--- src/rtl/host_serial_bridge_pkg.sv ---
// Shared definitions for host_serial_bridge: header opcodes, FSM encodings, byte swap.
// Build option HOSTBRIDGE_BIG_ENDIAN_EN selects MSB-first word byte order (see top).
package host_serial_bridge_pkg;

    localparam logic [1:0] OP_CMD   = 2'b00;
    localparam logic [1:0] OP_WRITE = 2'b01;
    localparam logic [1:0] OP_READ  = 2'b10;
    localparam logic [1:0] OP_NOP   = 2'b11;

    localparam logic [2:0] ST_IDLE    = 3'd0;
    localparam logic [2:0] ST_CMD_COL = 3'd1;
    localparam logic [2:0] ST_CMD_ISS = 3'd2;
    localparam logic [2:0] ST_LEN     = 3'd3;
    localparam logic [2:0] ST_WR_COL  = 3'd4;
    localparam logic [2:0] ST_WR_ISS  = 3'd5;
    localparam logic [2:0] ST_RD_WAIT = 3'd6;
    localparam logic [2:0] ST_RD_EMIT = 3'd7;

    function automatic logic [63:0] bswap64(input logic [63:0] w);
        logic [63:0] r;
        r = '0;
        for (int unsigned i = 0; i < 8; i++) begin
            r[8*i +: 8] = w[8*(7-i) +: 8];
        end
        return r;
    endfunction

endpackage

--- src/rtl/host_serial_bridge_shift.sv ---
// 64-bit byte shift register: parallel load, byte shift-in at the top, byte shift-out at the bottom.
// Shared by the WRITE collect path and the READ serialise path of host_serial_bridge.
module host_serial_bridge_shift
    import host_serial_bridge_pkg::*;
(
    input  logic        clk,
    input  logic        rst,
    input  logic        load,
    input  logic [63:0] load_data,
    input  logic        shift_in,
    input  logic [7:0]  byte_in,
    input  logic        shift_out,
    output logic [63:0] data,
    output logic [7:0]  byte_out
);

    always_ff @(posedge clk or negedge rst) begin
        if (!rst) begin
            data <= '0;
        end else if (load) begin
            data <= load_data;
        end else if (shift_in) begin
            data <= {byte_in, data[63:8]};
        end else if (shift_out) begin
            data <= {8'h00, data[63:8]};
        end
    end

    assign byte_out = data[7:0];

endmodule

--- src/rtl/host_serial_bridge.sv ---
// Host byte-stream to core command/word bridge (CMD, WRITE, READ, NOP frames).
// Define HOSTBRIDGE_BIG_ENDIAN_EN for MSB-first word bytes; default build is LSB first.
module host_serial_bridge
    import host_serial_bridge_pkg::*;
#(
    parameter int CMD_W     = 16,
    parameter int CMD_BYTES = (CMD_W + 7) / 8
) (
    input  logic             clk,
    input  logic             rst,
    input  logic [7:0]       hin,
    input  logic             hin_isReady,
    output logic             hin_canReceive,
    output logic [7:0]       hout,
    output logic             hout_isReady,
    input  logic             hout_canReceive,
    output logic [CMD_W-1:0] cmd,
    output logic             cmd_hasAny,
    input  logic             cmd_consume,
    output logic [63:0]      in,
    output logic             in_isReady,
    input  logic             in_canReceive,
    input  logic [63:0]      out,
    input  logic             out_isReady,
    output logic             out_canReceive
);

    localparam int CB_W = CMD_BYTES * 8;

    logic [2:0]      state;
    logic [2:0]      byte_idx;
    logic [7:0]      word_cnt;
    logic [7:0]      len;
    logic            is_read;
    logic [CB_W-1:0] cmd_buf;
    logic [CB_W+7:0] cmd_cat;

    logic            hin_fire;
    logic            sh_load;
    logic            sh_in;
    logic            sh_out;
    logic [63:0]     sh_data;
    logic [63:0]     sh_load_data;
    logic [7:0]      sh_byte;

    // Gated by rst so the host sees no acceptance while reset is held.
    assign hin_canReceive = rst && ((state == ST_IDLE) || (state == ST_CMD_COL) ||
                                    (state == ST_LEN)  || (state == ST_WR_COL));
    assign cmd_hasAny     = (state == ST_CMD_ISS);
    assign in_isReady     = (state == ST_WR_ISS);
    assign out_canReceive = (state == ST_RD_WAIT);
    assign hout_isReady   = (state == ST_RD_EMIT);

    assign hin_fire = hin_isReady && hin_canReceive;
    assign sh_load  = out_isReady && out_canReceive;
    assign sh_in    = hin_fire && (state == ST_WR_COL);
    assign sh_out   = hout_isReady && hout_canReceive;

`ifdef HOSTBRIDGE_BIG_ENDIAN_EN
    assign sh_load_data = bswap64(out);
    assign in           = bswap64(sh_data);
`else
    assign sh_load_data = out;
    assign in           = sh_data;
`endif

    assign hout    = sh_byte;
    assign cmd     = cmd_buf[CMD_W-1:0];
    assign cmd_cat = {hin, cmd_buf};

    host_serial_bridge_shift u_shift (
        .clk       (clk),
        .rst       (rst),
        .load      (sh_load),
        .load_data (sh_load_data),
        .shift_in  (sh_in),
        .byte_in   (hin),
        .shift_out (sh_out),
        .data      (sh_data),
        .byte_out  (sh_byte)
    );

    always_ff @(posedge clk or negedge rst) begin
        if (!rst) begin
            state    <= ST_IDLE;
            byte_idx <= '0;
            word_cnt <= '0;
            len      <= '0;
            is_read  <= 1'b0;
            cmd_buf  <= '0;
        end else begin
            case (state)
                ST_IDLE: begin
                    if (hin_fire) begin
                        byte_idx <= '0;
                        case (hin[7:6])
                            OP_CMD:   state <= ST_CMD_COL;
                            OP_WRITE: begin is_read <= 1'b0; state <= ST_LEN; end
                            OP_READ:  begin is_read <= 1'b1; state <= ST_LEN; end
                            default:  state <= ST_IDLE;
                        endcase
                    end
                end
                ST_CMD_COL: begin
                    if (hin_fire) begin
                        cmd_buf <= cmd_cat[CB_W+7:8];
                        if (byte_idx == 3'(CMD_BYTES - 1)) begin
                            byte_idx <= '0;
                            state    <= ST_CMD_ISS;
                        end else begin
                            byte_idx <= byte_idx + 3'd1;
                        end
                    end
                end
                ST_CMD_ISS: begin
                    if (cmd_consume) state <= ST_IDLE;
                end
                ST_LEN: begin
                    if (hin_fire) begin
                        len      <= hin;
                        word_cnt <= '0;
                        byte_idx <= '0;
                        state    <= is_read ? ST_RD_WAIT : ST_WR_COL;
                    end
                end
                ST_WR_COL: begin
                    if (hin_fire) begin
                        byte_idx <= byte_idx + 3'd1;
                        if (byte_idx == 3'd7) state <= ST_WR_ISS;
                    end
                end
                ST_WR_ISS: begin
                    if (in_canReceive) begin
                        if (word_cnt == len) begin
                            state <= ST_IDLE;
                        end else begin
                            word_cnt <= word_cnt + 8'd1;
                            state    <= ST_WR_COL;
                        end
                    end
                end
                ST_RD_WAIT: begin
                    if (out_isReady) state <= ST_RD_EMIT;
                end
                ST_RD_EMIT: begin
                    if (hout_canReceive) begin
                        byte_idx <= byte_idx + 3'd1;
                        if (byte_idx == 3'd7) begin
                            if (word_cnt == len) begin
                                state <= ST_IDLE;
                            end else begin
                                word_cnt <= word_cnt + 8'd1;
                                state    <= ST_RD_WAIT;
                            end
                        end
                    end
                end
                default: state <= ST_IDLE;
            endcase
        end
    end

endmodule

--- config.mk ---
export PLATFORM = sky130hd
export DESIGN_NAME = host_serial_bridge
export DESIGN_NICKNAME = d
export VERILOG_FILES = /design/src/rtl/host_serial_bridge_pkg.sv /design/src/rtl/host_serial_bridge_shift.sv /design/src/rtl/host_serial_bridge.sv
export SDC_FILE = /design/constraint.sdc
export NUM_CORES = 1
export LEC_CHECK = 0
export ABC_AREA = 1
export ABC_CLOCK_PERIOD_IN_PS = 3350
export CELL_PAD_IN_SITES_DETAIL_PLACEMENT = 1
export CELL_PAD_IN_SITES_GLOBAL_PLACEMENT = 1
export CORE_ASPECT_RATIO = 1.25
export CORE_UTILIZATION = 35
export CTS_CLUSTER_SIZE = 40
export DETAILED_ROUTE_END_ITERATION = 10
export GPL_TIMING_DRIVEN = 0
export PLACE_DENSITY_LB_ADDON = 0.2
export SYNTH_ARGS = -nofsm -noshare
export SYNTH_HDL_FRONTEND = slang
export SYNTH_HIERARCHICAL = 1
export SYNTH_SLANG_ARGS = --single-unit
--- constraint.sdc ---
create_clock -name clk -period 3.35 [get_ports clk]
set_clock_uncertainty 0.05 [all_clocks]
set_input_delay 0.335 -clock clk [delete_from_list [all_inputs] [get_ports clk]]
set_output_delay 0.335 -clock clk [all_outputs]
set_load 0.05 [all_outputs]
After elaboration in Yosys (flattened, before gate mapping)
Cells that the tools add are included.
W data, S select, Z words.
- word-level logic and storage cells: 87
- output and inout port bits: 93
- input port bits: 79
- register bits: 103
- add/subtract/negate cells: 2
- equal/unequal tests: 24
- muxes and demuxes: 32
- reductions and logical operators: 22
- operator list (kind ; count):
    $mux W64 ; 3
    $mux W3 ; 18
    $mux W8 ; 5
    $pmux W3 S8 ; 1
    $pmux W8 S3 ; 1
    $eq A3 B3 Y1 const B ; 5
    $ne A2 B1 Y1 const B ; 7
    $pmux W3 S4 ; 1
    $reduce_and A11 Y1 ; 1
    $ne A2 B2 Y1 const B ; 5
    $reduce_and A5 Y1 ; 2
    $add A8 B1 Y8 const B ; 1
    $eq A8 B8 Y1 ; 1
    $eq A3 B1 Y1 const B ; 2
    $eq A3 B2 Y1 const B ; 2
    $reduce_bool A3 Y1 ; 2
    $logic_and A1 B1 Y1 ; 5
    $pmux W2 S2 ; 1
    $reduce_and A2 Y1 ; 2
    $reduce_bool A4 Y1 ; 1
    $reduce_or A2 Y1 ; 2
    $add A3 B1 Y3 const B ; 1
    $logic_not A3 Y1 ; 1
    $logic_or A1 B1 Y1 ; 3
    other kinds (7) ; 7

Depth between registers and ports, before layout
- depth after elaboration: 9
- depth in mapped cells: 12

Cells and area by module
Netlist, hierarchy kept.
- modules (own cells, without submodules) (module ; area each (sq um) ; sequential area each (sq um) ; cells an instance ; instances):
    host_serial_bridge_shift ; 3488.3 ; 1601.5 ; 494 ; 1
    host_serial_bridge ; 2145.8 ; 975.9 ; 276 ; 1

Least setup slack after synthesis
Ideal clock, no wire load.
- path kind: register to register
- start: register state[1]
- end: register u_shift.data[56]
- path slack: 1393 ps
- cell stages (with the launch flop): 10
- arrival time: 1783 ps
- clock period less this slack: 1957 ps
- path buffers: 2
- setup time: 124 ps
- path through: dfrtp_1 inv_2 nor2_2 inv_1 nor2_1 nor2_4 buf_6 buf_6 nand2_1 nand3_1
- RTL lines (what ; RTL line ; RTL):
    from (decl) ; host_serial_bridge.sv:30 ; logic [2:0] state;
    from (signal assigned) ; host_serial_bridge.sv:123 ; state <= is_read ? ST_RD_WAIT : ST_WR_COL;
    $eq A3 B3 Y1 ; host_serial_bridge.sv:52 ; assign hout_isReady = (state == ST_RD_EMIT);
    named net hout_isReady ; host_serial_bridge.sv:15 ; output logic hout_isReady,
    $logic_and A1 B1 Y1 ; host_serial_bridge.sv:57 ; assign sh_out = hout_isReady && hout_canReceive;
    named net sh_out ; host_serial_bridge.sv:41 ; logic sh_out;
    $reduce_bool A3 Y1 (no line) ; - ;
    to (signal assigned) ; host_serial_bridge_shift.sv:21 ; data <= load_data;
    to (signal assigned) ; host_serial_bridge_shift.sv:23 ; data <= {byte_in, data[63:8]};
    to (signal assigned) ; host_serial_bridge_shift.sv:25 ; data <= {8'h00, data[63:8]};
    to (decl) ; host_serial_bridge_shift.sv:13 ; output logic [63:0] data,
The timed path passes the listed nets, and every way through them passes these cells.
A chain may end at the register's enable or synchronous reset.

Worst setup path after layout
- start: input rst
- end: output hin_canReceive
- word-level cells in the longest chain between the ends: 1
- ends and longest elaborated chain (what ; RTL line ; RTL):
    from (decl) ; host_serial_bridge.sv:10 ; input logic rst,
    $logic_and A1 B1 Y1 ; host_serial_bridge.sv:47 ; assign hin_canReceive = rst && ((state == ST_IDLE) || (state == ST_CMD_COL) ||
    to (decl) ; host_serial_bridge.sv:13 ; output logic hin_canReceive,
Every way passes these cells.

==> impl_metrics.csv <==
group,metric,value,unit
die,die_w,115,µm
global_route,grt_pass1_wl,29200,µm
clock_tree,clock-sinks,103,
placed_design,dp_slack,0.846,ns
flow_run,cap_viol_max_count,0,
logic_synthesis,synthesis.instances,770,
cells_and_area,final_area,0.00794,mm²
placed_design,place_congestion,0.881,
detailed_routing,drtPass1Iterations,4,
placed_design,dpl.hpwl,14000,µm
logic_synthesis,postSynth.asyncResetShare,1.00,
power,power.density,994,mW/mm²
clock_tree,worstSkewPairLatency,0.35,ns
global_route,grt_pass1_vias,5603,
clock_tree,post_cts_buffers,0,
logic_synthesis,synth_enable_flop_cells,0,
setup_path,critPathArrivalTime,2.65,ns
logic_synthesis,syn_nets,855,
logic_synthesis,yosysTopAreaCell,"dfrtp_1",
clock_tree,h-tree-depth,3,
worst_hold_path,whs_path_depth,2,
global_route,grt_usage,0.230,
sta,timing.fmax,0.330,GHz
setup_path,slowest_stage,"clkdlybuf4s50_1",
die,dieArea,0.0166,mm²
clock_tree,clk_pin_slew_worst_paths,0.08,ns
sta,fin_crit_sh,0.905,
sta,maxSlewHeadroom,0.536,
sta,worstMarginPinSlew,0.696,ns
setup_path,worst-r2r-cell-count,10,
die,start_util,0.360,
logic_synthesis,ys_seq_area_frac,0.457,
cells_and_area,nNetsFinal,1039,
die,ios,172,
setup_path,crit_chain,"dlygate4sd3_1, buf_4, nand2_1, nor2_4, clkdlybuf4s50_1",
cells_and_area,layout-drive-gt1-share,0.0865,
setup_path,criticalPathCategory,"in2out",
die,rows,51,
cells_and_area,diodes,0,
outcome,outcome,"finished clean",
logic_synthesis,ys_top_cells_by_count,"nand2_1, dfrtp_1, nand3_1",
cells_and_area,multi_input_area,0.00249,mm²
detailed_routing,drt_iter0_markers,246,
cells_and_area,register_area,0.00258,mm²
clock_tree,cts_tree,"built",
placed_design,place_area,0.00764,mm²
detailed_routing,drc,0,
cells_and_area,syn_to_final_growth,40.9,%
setup_path,critical-path-top-delay-family,"buffers and inverters",
power,total_power,7.89,mW
global_route,antenna_found_initial,0,
placed_design,port_buffers,171,
logic_synthesis,yosysMostFrequentCell,"nand2_1",
logic_synthesis,synth.cell_area,0.00563,mm²
detailed_routing,vias,5534,
detailed_routing,vias_per_cell,4.73,
setup_path,start_kind,"input port",
logic_synthesis,syn_avg_cell_area,7.32,µm²
sta,setup_tns,0,ns
clock_tree,clockBufferDepth,2,
die,core,0.0156,mm²
global_route,grt_max_degree,56,
logic_synthesis,yosys.area.top_type_share,0.457,
power,p_leak,4.02,nW
setup_path,worst-path-buf-inv,3,
logic_synthesis,ys_ff_latch,103,
detailed_routing,drt-total-wl,18300,µm
power,vdd_drop_max,419,µV
setup_path,end_kind,"output pin",
logic_synthesis,ys_dominant_reg_cell,"dfrtp_1",
logic_synthesis,yosysWarnings,6,
sta,rsz0062_at_grt,"no",
setup_path,cp_data_required_time,2.96,ns
setup_path,max_stage_delay,0.83,ns
global_route,gr-total-overflow,0,
detailed_routing,wl_per_cell,15.6,µm
sta,min_period,3.03,ns
clock_tree,cts_buffers,9,
die,die_y,144,µm
cells_and_area,fillers,1958,
sta,setup_violations,0,
sta,worst_slack,0.319,ns
clock_tree,cts_root_buf,"clkbuf_16",
detailed_routing,detail-route-antenna-nets,0,
logic_synthesis,synth_cell_type_count,30,
setup_path,cp.depth,5,
logic_synthesis,yosys-top-cells-area,"dfrtp_1, nand2_1, nand3_1",
sta,hold_viol,0,
worst_hold_path,hp-class,"reg2reg",
sta,slew_violations,0,
setup_path,path_max_fanout,50,
state kept, by name, indices dropped and copies added (netlist names):
register / count
cmd: 16
word_cnt: 8
u_shift/data: 64
len: 8
is_read: 1
byte_idx: 3
state: 3
metrics by stage:
| stage | hold WS (ns) | utilization | cells |
|---|---|---|---|
| floorplan | -0.0106 | - | 770 |
| global placement | 0.422 | 0.487 | 1153 |
| detailed placement | 0.369 | 0.488 | 1154 |
| CTS | 0.450 | 0.508 | 1171 |
| global route | 0.467 | 0.508 | 1171 |
| finish | 0.443 | 0.508 | 1171 |
worst paths after layout:
check | from | endpoint | slack, ns
min | cmd[1] | cmd[1] | 0.44
max | rst | hin_canReceive | 0.32
min reg2reg | cmd[1] | cmd[1] | 0.44
min in group asynchronous | rst | u_shift/data[15] | 0.51
max in group asynchronous | rst | u_shift/data[24] | 2.01
max reg2reg | state[1] | u_shift/data[23] | 1.23
where the power goes:
| group | switching (mW) | leakage, nW | internal, mW |
|---|---|---|---|
| combinational | 3.07 | 2.52 | 1.59 |
| sequential | 0.440 | 1.35 | 1.73 |
| clock | 0.515 | 0.146 | 0.539 |
| total | 4.03 | 4.02 | 3.86 |
layout by cell type (no fill, tap or decap), drive strengths merged, types with 2 or more instances in the layout:
cell,synthesis,final
nand2,383,383
clkdlybuf4s50,0,170
dfrtp,103,103
nand3,93,93
inv,53,57
buf,44,46
nor2,32,32
o21ai,29,29
clkbuf,4,14
xnor2,6,6
ha,6,6
a21oi,5,5
nor3,3,3
o22ai,2,2
xor2,2,2
clkinv,0,2
metal layers:
layer / track usage / share of wire / up-vias
li1: - / - / 2757
met1: 0.274 / 0.41 / 2617
met2: 0.413 / 0.52 / 132
met3: 0.0299 / 0.041 / 28
met4: 0.0977 / 0.024 / 0
met5: 0 / 0 / -
cells by family after synthesis:
group                    synth area share
AO/OA/AOI/OAI                      0.0362
buffers and inverters               0.101
multiplexers                      0.00178
AND/OR/NAND/NOR                     0.378
adder cells (fa/ha/maj)            0.0133
flip-flops                          0.457
XOR/XNOR                           0.0124
cell type report:
| type | count | share of cell area |
|---|---|---|
| Buffer | 48 | 0.0465 |
| Clock buffer | 10 | 0.0301 |
| Clock inverter | 6 | 0.00646 |
| Inverter | 53 | 0.0251 |
| Multi-Input combinational cell | 566 | 0.314 |
| Sequential cell | 103 | 0.325 |
| Tap cell | 212 | 0.0334 |
| Timing Repair Buffer | 173 | 0.220 |
tightest hold or removal path: cells and delay by family (launching register included):
| kind | cells | cell delay, ns |
|---|---|---|
| DFF | 1 | 0.35 |
| AOI/OAI and AO/OA | 1 | 0.06 |
| and+or+nand+nor | 1 | 0.05 |
what timing repair did:
action | 4_1_cts | 5_1_grt
gates resized for setup | 0 | 0
hold endpoints to repair | 48 | 0
hold buffers | 1 | 0
Power figures use the tool's default switching activity.
